$ cat src/rtl/print_arbiter.sv
// print_arbiter
//   Round-robin arbiter that shares one serial print engine between N DCP
//   command handlers. The winning requester's payload and type are latched
//   at grant and held stable on dout_tx/type_tx while req_tx is high. The
//   requester then gets a one-cycle ack when the engine answers, or a
//   one-cycle err if the engine stays silent for TIMEOUT cycles. Between
//   grants req_tx is held low, so the engine always sees a fresh rising edge.
//
// Ports
//   clk      in   1          system clock
//   rst      in   1          synchronous reset, active-high
//   req      in   N          per-requester level request
//   din      in   32*N       payloads, requester i on din[32*i+31:32*i]
//   typ      in   N          per-requester type, 0=byte 1=word
//   ack      out  N          one-cycle completion pulse to the granted requester
//   err      out  N          one-cycle timeout pulse to the granted requester
//   busy     out  1          high while waiting on the engine or in the gap
//   gnt_id   out  $clog2(N)  index of the current/last granted requester
//   req_tx   out  1          request to the print engine
//   dout_tx  out  32         payload to the print engine
//   type_tx  out  1          type to the print engine
//   ack_tx   in   1          completion from the print engine
module print_arbiter #(
    parameter int N       = 4,
    parameter int TIMEOUT = 1048576,
    parameter int GAP     = 2
) (
    input  logic                  clk,
    input  logic                  rst,
    input  logic [N-1:0]          req,
    input  logic [32*N-1:0]       din,
    input  logic [N-1:0]          typ,
    output logic [N-1:0]          ack,
    output logic [N-1:0]          err,
    output logic                  busy,
    output logic [$clog2(N)-1:0]  gnt_id,
    output logic                  req_tx,
    output logic [31:0]           dout_tx,
    output logic                  type_tx,
    input  logic                  ack_tx
);

    localparam int IW = $clog2(N);
    localparam int TW = $clog2(TIMEOUT);
    localparam int GW = (GAP > 1) ? $clog2(GAP) : 1;

    localparam logic [IW-1:0] LAST_ID  = IW'(N - 1);
    localparam logic [TW-1:0] TMR_LAST = TW'(TIMEOUT - 1);
    localparam logic [GW-1:0] GAP_LOAD = GW'(GAP - 1);

    typedef enum logic [1:0] {
        ST_IDLE = 2'd0,
        ST_WAIT = 2'd1,
        ST_HOLD = 2'd2
    } state_t;

    // Next index after id, wrapping at N-1 (N need not be a power of two).
    function automatic logic [IW-1:0] wrap_inc(input logic [IW-1:0] id);
        if (id == LAST_ID) begin
            wrap_inc = {IW{1'b0}};
        end else begin
            wrap_inc = id + IW'(1);
        end
    endfunction

    state_t          state_r, state_s;
    logic [IW-1:0]   ptr_r, ptr_s;
    logic [TW-1:0]   tmr_r, tmr_s;
    logic [GW-1:0]   gap_r, gap_s;
    logic [N-1:0]    ack_r, ack_s;
    logic [N-1:0]    err_r, err_s;
    logic            busy_r, busy_s;
    logic [IW-1:0]   gnt_r, gnt_s;
    logic            req_tx_r, req_tx_s;
    logic [31:0]     dout_r, dout_s;
    logic            type_r, type_s;

    logic            found_s;
    logic [IW-1:0]   pick_s;
    logic [31:0]     pick_din_s;
    logic            pick_typ_s;
    int              idx_s;

    // Round-robin search: first requester at or above ptr, wrapping modulo N.
    always_comb begin
        found_s = 1'b0;
        pick_s  = {IW{1'b0}};
        idx_s   = 0;
        for (int k = 0; k < N; k++) begin
            idx_s = int'(ptr_r) + k;
            if (idx_s >= N) begin
                idx_s = idx_s - N;
            end else begin
                idx_s = idx_s;
            end
            if (!found_s && req[idx_s]) begin
                found_s = 1'b1;
                pick_s  = IW'(idx_s);
            end else begin
                pick_s  = pick_s;
            end
        end
        pick_din_s = din[{pick_s, 5'd0} +: 32];
        pick_typ_s = typ[pick_s];
    end

    // Next-state and next-output logic; every output is computed here and registered below.
    always_comb begin
        state_s  = state_r;
        ptr_s    = ptr_r;
        tmr_s    = tmr_r;
        gap_s    = gap_r;
        ack_s    = {N{1'b0}};
        err_s    = {N{1'b0}};
        gnt_s    = gnt_r;
        req_tx_s = req_tx_r;
        dout_s   = dout_r;
        type_s   = type_r;
        case (state_r)
            ST_IDLE: begin
                if (found_s) begin
                    gnt_s    = pick_s;
                    dout_s   = pick_din_s;
                    type_s   = pick_typ_s;
                    req_tx_s = 1'b1;
                    tmr_s    = {TW{1'b0}};
                    state_s  = ST_WAIT;
                end else begin
                    req_tx_s = 1'b0;
                end
            end
            ST_WAIT: begin
                tmr_s = tmr_r + TW'(1);
                // An engine answer on the last allowed cycle still counts as success.
                if (ack_tx) begin
                    req_tx_s     = 1'b0;
                    ack_s[gnt_r] = 1'b1;
                    ptr_s        = wrap_inc(gnt_r);
                    gap_s        = GAP_LOAD;
                    state_s      = ST_HOLD;
                end else if (tmr_r == TMR_LAST) begin
                    req_tx_s     = 1'b0;
                    err_s[gnt_r] = 1'b1;
                    ptr_s        = wrap_inc(gnt_r);
                    gap_s        = GAP_LOAD;
                    state_s      = ST_HOLD;
                end else begin
                    req_tx_s     = 1'b1;
                end
            end
            ST_HOLD: begin
                // Keeps req_tx low long enough for the engine to see a new rising edge.
                req_tx_s = 1'b0;
                if (gap_r == {GW{1'b0}}) begin
                    state_s = ST_IDLE;
                end else begin
                    gap_s = gap_r - GW'(1);
                end
            end
            default: begin
                req_tx_s = 1'b0;
                state_s  = ST_IDLE;
            end
        endcase
        busy_s = (state_s != ST_IDLE);
    end

    // State and output registers with synchronous reset.
    always_ff @(posedge clk) begin
        if (rst) begin
            state_r  <= ST_IDLE;
            ptr_r    <= {IW{1'b0}};
            tmr_r    <= {TW{1'b0}};
            gap_r    <= {GW{1'b0}};
            ack_r    <= {N{1'b0}};
            err_r    <= {N{1'b0}};
            busy_r   <= 1'b0;
            gnt_r    <= {IW{1'b0}};
            req_tx_r <= 1'b0;
            dout_r   <= 32'h0000_0000;
            type_r   <= 1'b0;
        end else begin
            state_r  <= state_s;
            ptr_r    <= ptr_s;
            tmr_r    <= tmr_s;
            gap_r    <= gap_s;
            ack_r    <= ack_s;
            err_r    <= err_s;
            busy_r   <= busy_s;
            gnt_r    <= gnt_s;
            req_tx_r <= req_tx_s;
            dout_r   <= dout_s;
            type_r   <= type_s;
        end
    end

    assign ack     = ack_r;
    assign err     = err_r;
    assign busy    = busy_r;
    assign gnt_id  = gnt_r;
    assign req_tx  = req_tx_r;
    assign dout_tx = dout_r;
    assign type_tx = type_r;

endmodule

$ cat config.mk
export PLATFORM = sky130hd
export DESIGN_NAME = print_arbiter
export DESIGN_NICKNAME = d
export VERILOG_FILES = /design/src/rtl/print_arbiter.sv
export SDC_FILE = /design/constraint.sdc
export NUM_CORES = 1
export LEC_CHECK = 0
export BUFFER_PORTS_ARGS = -buffer_cell sky130_fd_sc_hd__buf_2
export CORE_ASPECT_RATIO = 2
export CORE_MARGIN = 3
export CORE_UTILIZATION = 48
export DETAILED_ROUTE_END_ITERATION = 6
export GPL_TIMING_DRIVEN = 0
export PLACE_DENSITY_LB_ADDON = 0.05
export SETUP_SLACK_MARGIN = 0.3
export SLEW_MARGIN = 10
export SYNTH_ARGS = -nofsm -noshare
export SYNTH_HDL_FRONTEND = slang
export SYNTH_SLANG_ARGS = --single-unit
$ cat constraint.sdc
create_clock -name clk -period 2.2 [get_ports clk]
set_input_delay 0.44 -clock clk [delete_from_list [all_inputs] [get_ports clk]]
set_output_delay 0.44 -clock clk [all_outputs]
set_load 0.005 [all_outputs]
# [Word-level counts from Yosys, hierarchy flattened]
# Index checks and enable logic that the tools add are counted.
[word_totals] reg_bits=70 latchBits=0 mem_bits_rw=0 rom_bits=0 in_bits=139 out_inout_bits=45 word_cells=106 mem_count=0
[classes] add_sub_neg=10 multipliers=0 div=0 n_lt_le_gt_ge=11 eq_ne=6 shifts=1 n_mux=46 n_bitwise=3 n_reduce_logical=18
[ops] cell="$lt A32 B4 Y1 const B" n=4
[ops] cell="$mux W32" n=4
[ops] cell="$shiftx A128 B8 Y32" n=1
[ops] cell="$pmux W20 S2" n=1
[ops] cell="$mux W2" n=11
[ops] cell="$add A20 B1 Y20 const B" n=1
[ops] cell="$eq A20 B20 Y1 const B" n=1
[ops] cell="$mux W1" n=20
[ops] cell="$mux W20" n=1
[ops] cell="$sub A3 B3 Y4 const B" n=3
[ops] cell="$bmux W1 S2" n=5
[ops] cell="$ge A3 B3 Y1 const B" n=3
[ops] cell="$reduce_and A2 Y1" n=4
[ops] cell="$reduce_bool A2 Y1" n=4
[ops] cell="$add A2 B2 Y3 const B" n=2
[ops] cell="$lt A2 B3 Y1 const B" n=2
[ops] cell="$pmux W2 S3" n=1
[ops] cell="$eq A2 B2 Y1 const B" n=2
[ops] cell="$logic_and A1 B1 Y1" n=4
[ops] cell="$pmux W1 S2" n=2
[ops] cell="$reduce_or A4 Y1" n=1
[ops] cell="$sub A2 B3 Y4 const B" n=1
[ops] cell="$add A2 B1 Y3 const B" n=1
[ops] cell="$ge A2 B3 Y1 const B" n=1
[ops] cell="11 further kinds" n=15

# [Longest topological paths before layout]
[depth] depth_word=18 ltp_mapped=8 ltp_nobuf=6

# [Least setup slack after synthesis]
# Ideal clock, no wire load.
[synth_path] kind="input port to flip-flop" start="input port req[2]" end="register dout_r[28], in the netlist dout_tx[28]" setup_ns=0.120 arrival_ns=1.785 required_ns=2.080 setup_slack_ns=0.295 cell_stages=6 path_buffers=1 cell_sequence="mux2i_1 -> nor2_2 -> nor3_4 -> buf_6 -> mux2_4 -> a211o_1"
[synth_between] elab_chain_len=14 word_cells_on_any_way=28 classes_between="1 x shift; 20 x mux; 7 x reduce/logical"
[synth_rtl] element="start: declaration" line="30" source="input logic [N-1:0] req,"
[synth_rtl] element="$bmux W1 S2" line="96" source="if (!found_s && req[idx_s]) begin"
[synth_rtl] element="$mux W1 (implied by the code) (2 in series)" line="96"
[synth_rtl] element="$mux W1" line="96"
[synth_rtl] element="$logic_not A1 Y1" line="96"
[synth_rtl] element="$logic_and A1 B1 Y1" line="96"
[synth_rtl] element="$mux W1" line="96"
[synth_rtl] element="$logic_not A1 Y1" line="96"
[synth_rtl] element="$logic_and A1 B1 Y1" line="96"
[synth_rtl] element="$mux W1" line="96"
[synth_rtl] element="$logic_not A1 Y1" line="96"
[synth_rtl] element="$logic_and A1 B1 Y1" line="96"
[synth_rtl] element="$mux W2 / $mux W1 (equally long branches)" line="96"
[synth_rtl] element="$shiftx A128 B8 Y32 / $reduce_and A2 Y1 (equally long branches)"
[synth_rtl] element="end signal: assignment" line="192" source="dout_r <= dout_s;"
[synth_rtl] element="end: declaration" line="75" source="logic [31:0] dout_r, dout_s;"
# Parallel ways exist; a longest one is shown, timed or not. The select of a mux whose other input is x is not followed.
# A chain may end at the register's enable or synchronous reset.

# [Final worst setup path]
[layout_path] start="register ptr_r[1]" end="register dout_r[5], in the netlist dout_tx[5]"
[layout_between] elab_chain_len=16 word_cells_on_any_way=43 classes_between="7 x add/sub; 4 x order compare; 1 x shift; 24 x mux; 7 x reduce/logical"
[layout_rtl] element="start: declaration" line="67" source="logic [IW-1:0] ptr_r, ptr_s;"
[layout_rtl] element="start signal: assignment" line="172" source="ptr_r <= {IW{1'b0}};"
[layout_rtl] element="start signal: assignment" line="184" source="ptr_r <= ptr_s;"
[layout_rtl] element="branches (longest 16 deep; another with $sub A3 B3 Y4)"
# Parallel ways; which one is timed is not known. The select of a mux whose other input is x is not followed.

==> impl_metrics.ini <==
[clock_network]
cts_tree = built
clk_tree_root_cell = sky130_fd_sc_hd__clkbuf_16
cts.hold.buffers_added = 0
clock-sinks = 70
clock_edge_transition_at_the_registers_on_the_reported_setup_and_hold_paths_ps = 60
tritoncts.num_buffers = 9
clk_latency_ps = 340
clock_path_buffers = 2
cts_htree_levels = 3

[pwr]
pwr-share-seq_pct = 34.2
swShare_pct = 26.6
p_leak_nw = 2.63
power_frac_clock_pct = 42.5
worst_voltage_drop_across_the_vdd_grid_mv = 0.408
power.share.combinational_pct = 23.3
powerDensity_nw_per_um2 = 727
totalPowerFinal_mw = 4.19
switchingPower_mw = 1.11
intPower_mw = 3.08

[yosys]
yosys.cell_types.count = 49
synth.largest_area_cell = sky130_fd_sc_hd__dfxtp_1
synthesis.area_sq_um = 4090
postSynth.topFlopCell = sky130_fd_sc_hd__dfxtp_1
edff_count_synth = 0
nets_in_the_synthesized_netlist = 590
ys_ff_latch = 70
synthesis.instances = 446
synth_top_cells_by_area = sky130_fd_sc_hd__dfxtp_1 34%, sky130_fd_sc_hd__mux2_2 6.3%, sky130_fd_sc_hd__mux2i_1 5.4%
yosysSeqAreaShare_pct = 34.3
syn-mean-instance-area_sq_um = 9.17
asyncSetResetFlopFracSynth_pct = 0
synth-warning-count = 0
netlist.area_leader.share_pct = 34.3

[finish]
antenna_cells = 0
most-common-layout-cells = 197 x sky130_fd_sc_hd__buf_2, 68 x sky130_fd_sc_hd__dfxtp_1, 28 x sky130_fd_sc_hd__o31ai_1, 27 x sky130_fd_sc_hd__nand4_1
areaGrowthSynthToFinish_pct = 41.1
mostFrequentLayoutCell = sky130_fd_sc_hd__buf_2
multi_input_comb_area_sq_um = 2630
final_layout_size_suffix_gt1_share_pct = 44.5
final_nets = 790
final-seq-area_sq_um = 1410
layout.filler_cells = 660

[timing]
grt_setup_unrepaired = true
post-route-period-util_pct = 85.9
final_period_minus_worst_setup_slack_ps = 1890
final-max-slew-violation-count = 0
worst_clock_skew_ps = 6.55
maxClockFrequency_ghz = 0.529
setup_viol_count_final = 0
slew-limit-headroom_pct = 63.3
hold_ws_ps = 420
max_slew.worst_pin.slew_ps = 550
timing_hold_violations_final = 0

[drt]
first_iter_violations = 212
drt-vias-per-instance = 5.96
dr.pass1.iters = 5
num_vias = 4465
detail-route-antenna-nets = 0
drc = 0
wl_per_cell_um = 18.8
postRouteWirelength_mm = 14.1

[worst_setup_path]
timing.critical_path.mode_cell = sky130_fd_sc_hd__buf_12
crit_path_start_kind = flop
critPathMaxStageDelay_ps = 380
timing.critical_path.slowest_stage_cell = sky130_fd_sc_hd__dfxtp_4
timing.critical_path.fanout_max = 9
crit_path_required_time_ps = 2430
worstPathArrival_ps = 2120
critical_path_class = reg2reg
timing.critical_path.cells = mux2i_4 -> nor2_4 -> nor3_4 -> buf_12 -> buf_12 -> mux2_2 -> o211a_1
critical-path-top-delay-family = multiplexers
timing.critical_path.to_type = flop
path_buf_inv = 2

[placed_design]
io_buffer_count = 183
place_hpwl_mm = 10.6
finalWeightedCongestion = 0.933

[die]
effective_utilization_at_floorplan_pct = 49.3
die_w_um = 71.3
io_pins = 184
placeableCoreArea_sq_um = 8290
floorplan.rows = 47
floorplan_die_area_sq_um = 9730
die_y_um = 137

[grt]
grt_first_pass_wirelength_mm = 21.6
number_of_antenna_violations_at_the_first_check_in_global_routing = 0
grt_start_max_net_pins = 13
global_route.usage.total_pct = 28.0
grt_pass1_vias = 4471
grt.overflow.total = 0

[outcome]
status = finished, final reports clean

[worst_hold_path]
hold_path_class = in2reg

[run]
max_cap_viol_count = 0
-- cells by family (layout without fill, tap and decap cells) --
family	after synthesis	in the layout	share of synthesized area, %
and+or+nand+nor	158	158	22.9
AOI/OAI and AO/OA	122	122	23.2
DFF	70	70	34.3
muxes	47	47	12.4
buffers and inverters	42	247	5.32
adders and majority gates	5	5	1.53
xor gates and xnor gates	2	2	0.428
-- cells in the mapped netlist (all sizes together), types with 5 or more instances --
master and n:
mux2i 22, buf 25, nand3b 13, nand3 13, nand4 27, o221ai 10
ha 5, nand2 20, mux2 25, dfxtp 70, a31oi 18, a211o 8
o211a 16, nor3 8, a311oi 7, clkbuf 13, o21ai 5, nand2b 16
nor2 21, a2111oi 7, nor3b 8, o31ai 28, and2 10, a21oi 18
-- through the flow --
stage          TNS, ps  instance area (sq um)  setup WS [ps]  utilization [%]  std cells
2_1_floorplan        0                   4090            313                -        446
3_3_place_gp     -2130                   5130           -144             61.8        727
3_5_place_dp     -3550                   5130           -173             61.8        727
4_1_cts              0                   5600            249             67.6        746
5_1_grt              0                   5770            250             69.6        749
6_report             0                   5770            311             69.6        749
-- routing by layer --
layer	vias to the layer above	GRT usage, %	routed length (um)
li1	2136	-	-
met3	34	5.29	807
met1	2124	28.9	4890
met5	-	0	0
met2	171	53.4	8040
met4	0	11.9	371
-- final timing paths --
kind / endpoint / from / cells past startpoint / slack [ps]
max: dout_tx[5] / ptr_r[1] / 7 / 310
min: dout_tx[31] / din[31] / 3 / 420
min reg2reg: gap_r / gap_r / 2 / 480
max reg2reg: dout_tx[5] / ptr_r[1] / 7 / 310
-- state kept, by name (all words and copies together), names as in the netlist --
signal / count
gnt_id: 2
busy: 1
type_tx: 1
ack: 4
req_tx: 1
gap_r: 1
state_r: 2
ptr_r: 2
err: 4
tmr_r: 20
dout_tx: 32
-- worst register-to-register path, stage by stage, from the launching register on --
cell,delay (ps)
sky130_fd_sc_hd__dfxtp_4,380
sky130_fd_sc_hd__mux2i_4,250
sky130_fd_sc_hd__nor2_4,80
sky130_fd_sc_hd__nor3_4,190
sky130_fd_sc_hd__buf_12,180
sky130_fd_sc_hd__buf_12,140
sky130_fd_sc_hd__mux2_2,340
sky130_fd_sc_hd__o211a_1,210
-- what timing repair did --
action                                 4_1_cts  5_1_grt
gates cloned                                 0        1
setup endpoints to repair                   48       50
gates resized for setup                     18       35
setup buffers                                3        2
endpoints found under the hold margin        0        0
pin swaps                                    1        7
-- power by group through the flow --
stage | sequential, mW | clock, mW | combinational, mW
floorplan | 1.46 | 0 | 0.510
global placement | 1.45 | 0 | 0.872
detailed placement | 1.46 | 0 | 0.885
CTS | 1.43 | 1.80 | 0.925
global route | 1.44 | 1.85 | 1.06
finish | 1.43 | 1.78 | 0.977
-- final cells by class --
cell class                      instances  area share, %
Timing Repair Buffer                  189           17.2
Buffer                                 38           4.16
Clock buffer                           10           3.97
Multi-Input combinational cell        334           45.6
Clock inverter                          6           2.32
Inverter                                4          0.260
Tap cell                               98           2.12
Sequential cell                        70           24.4
Note: power is estimated with default switching activity, not from simulation.
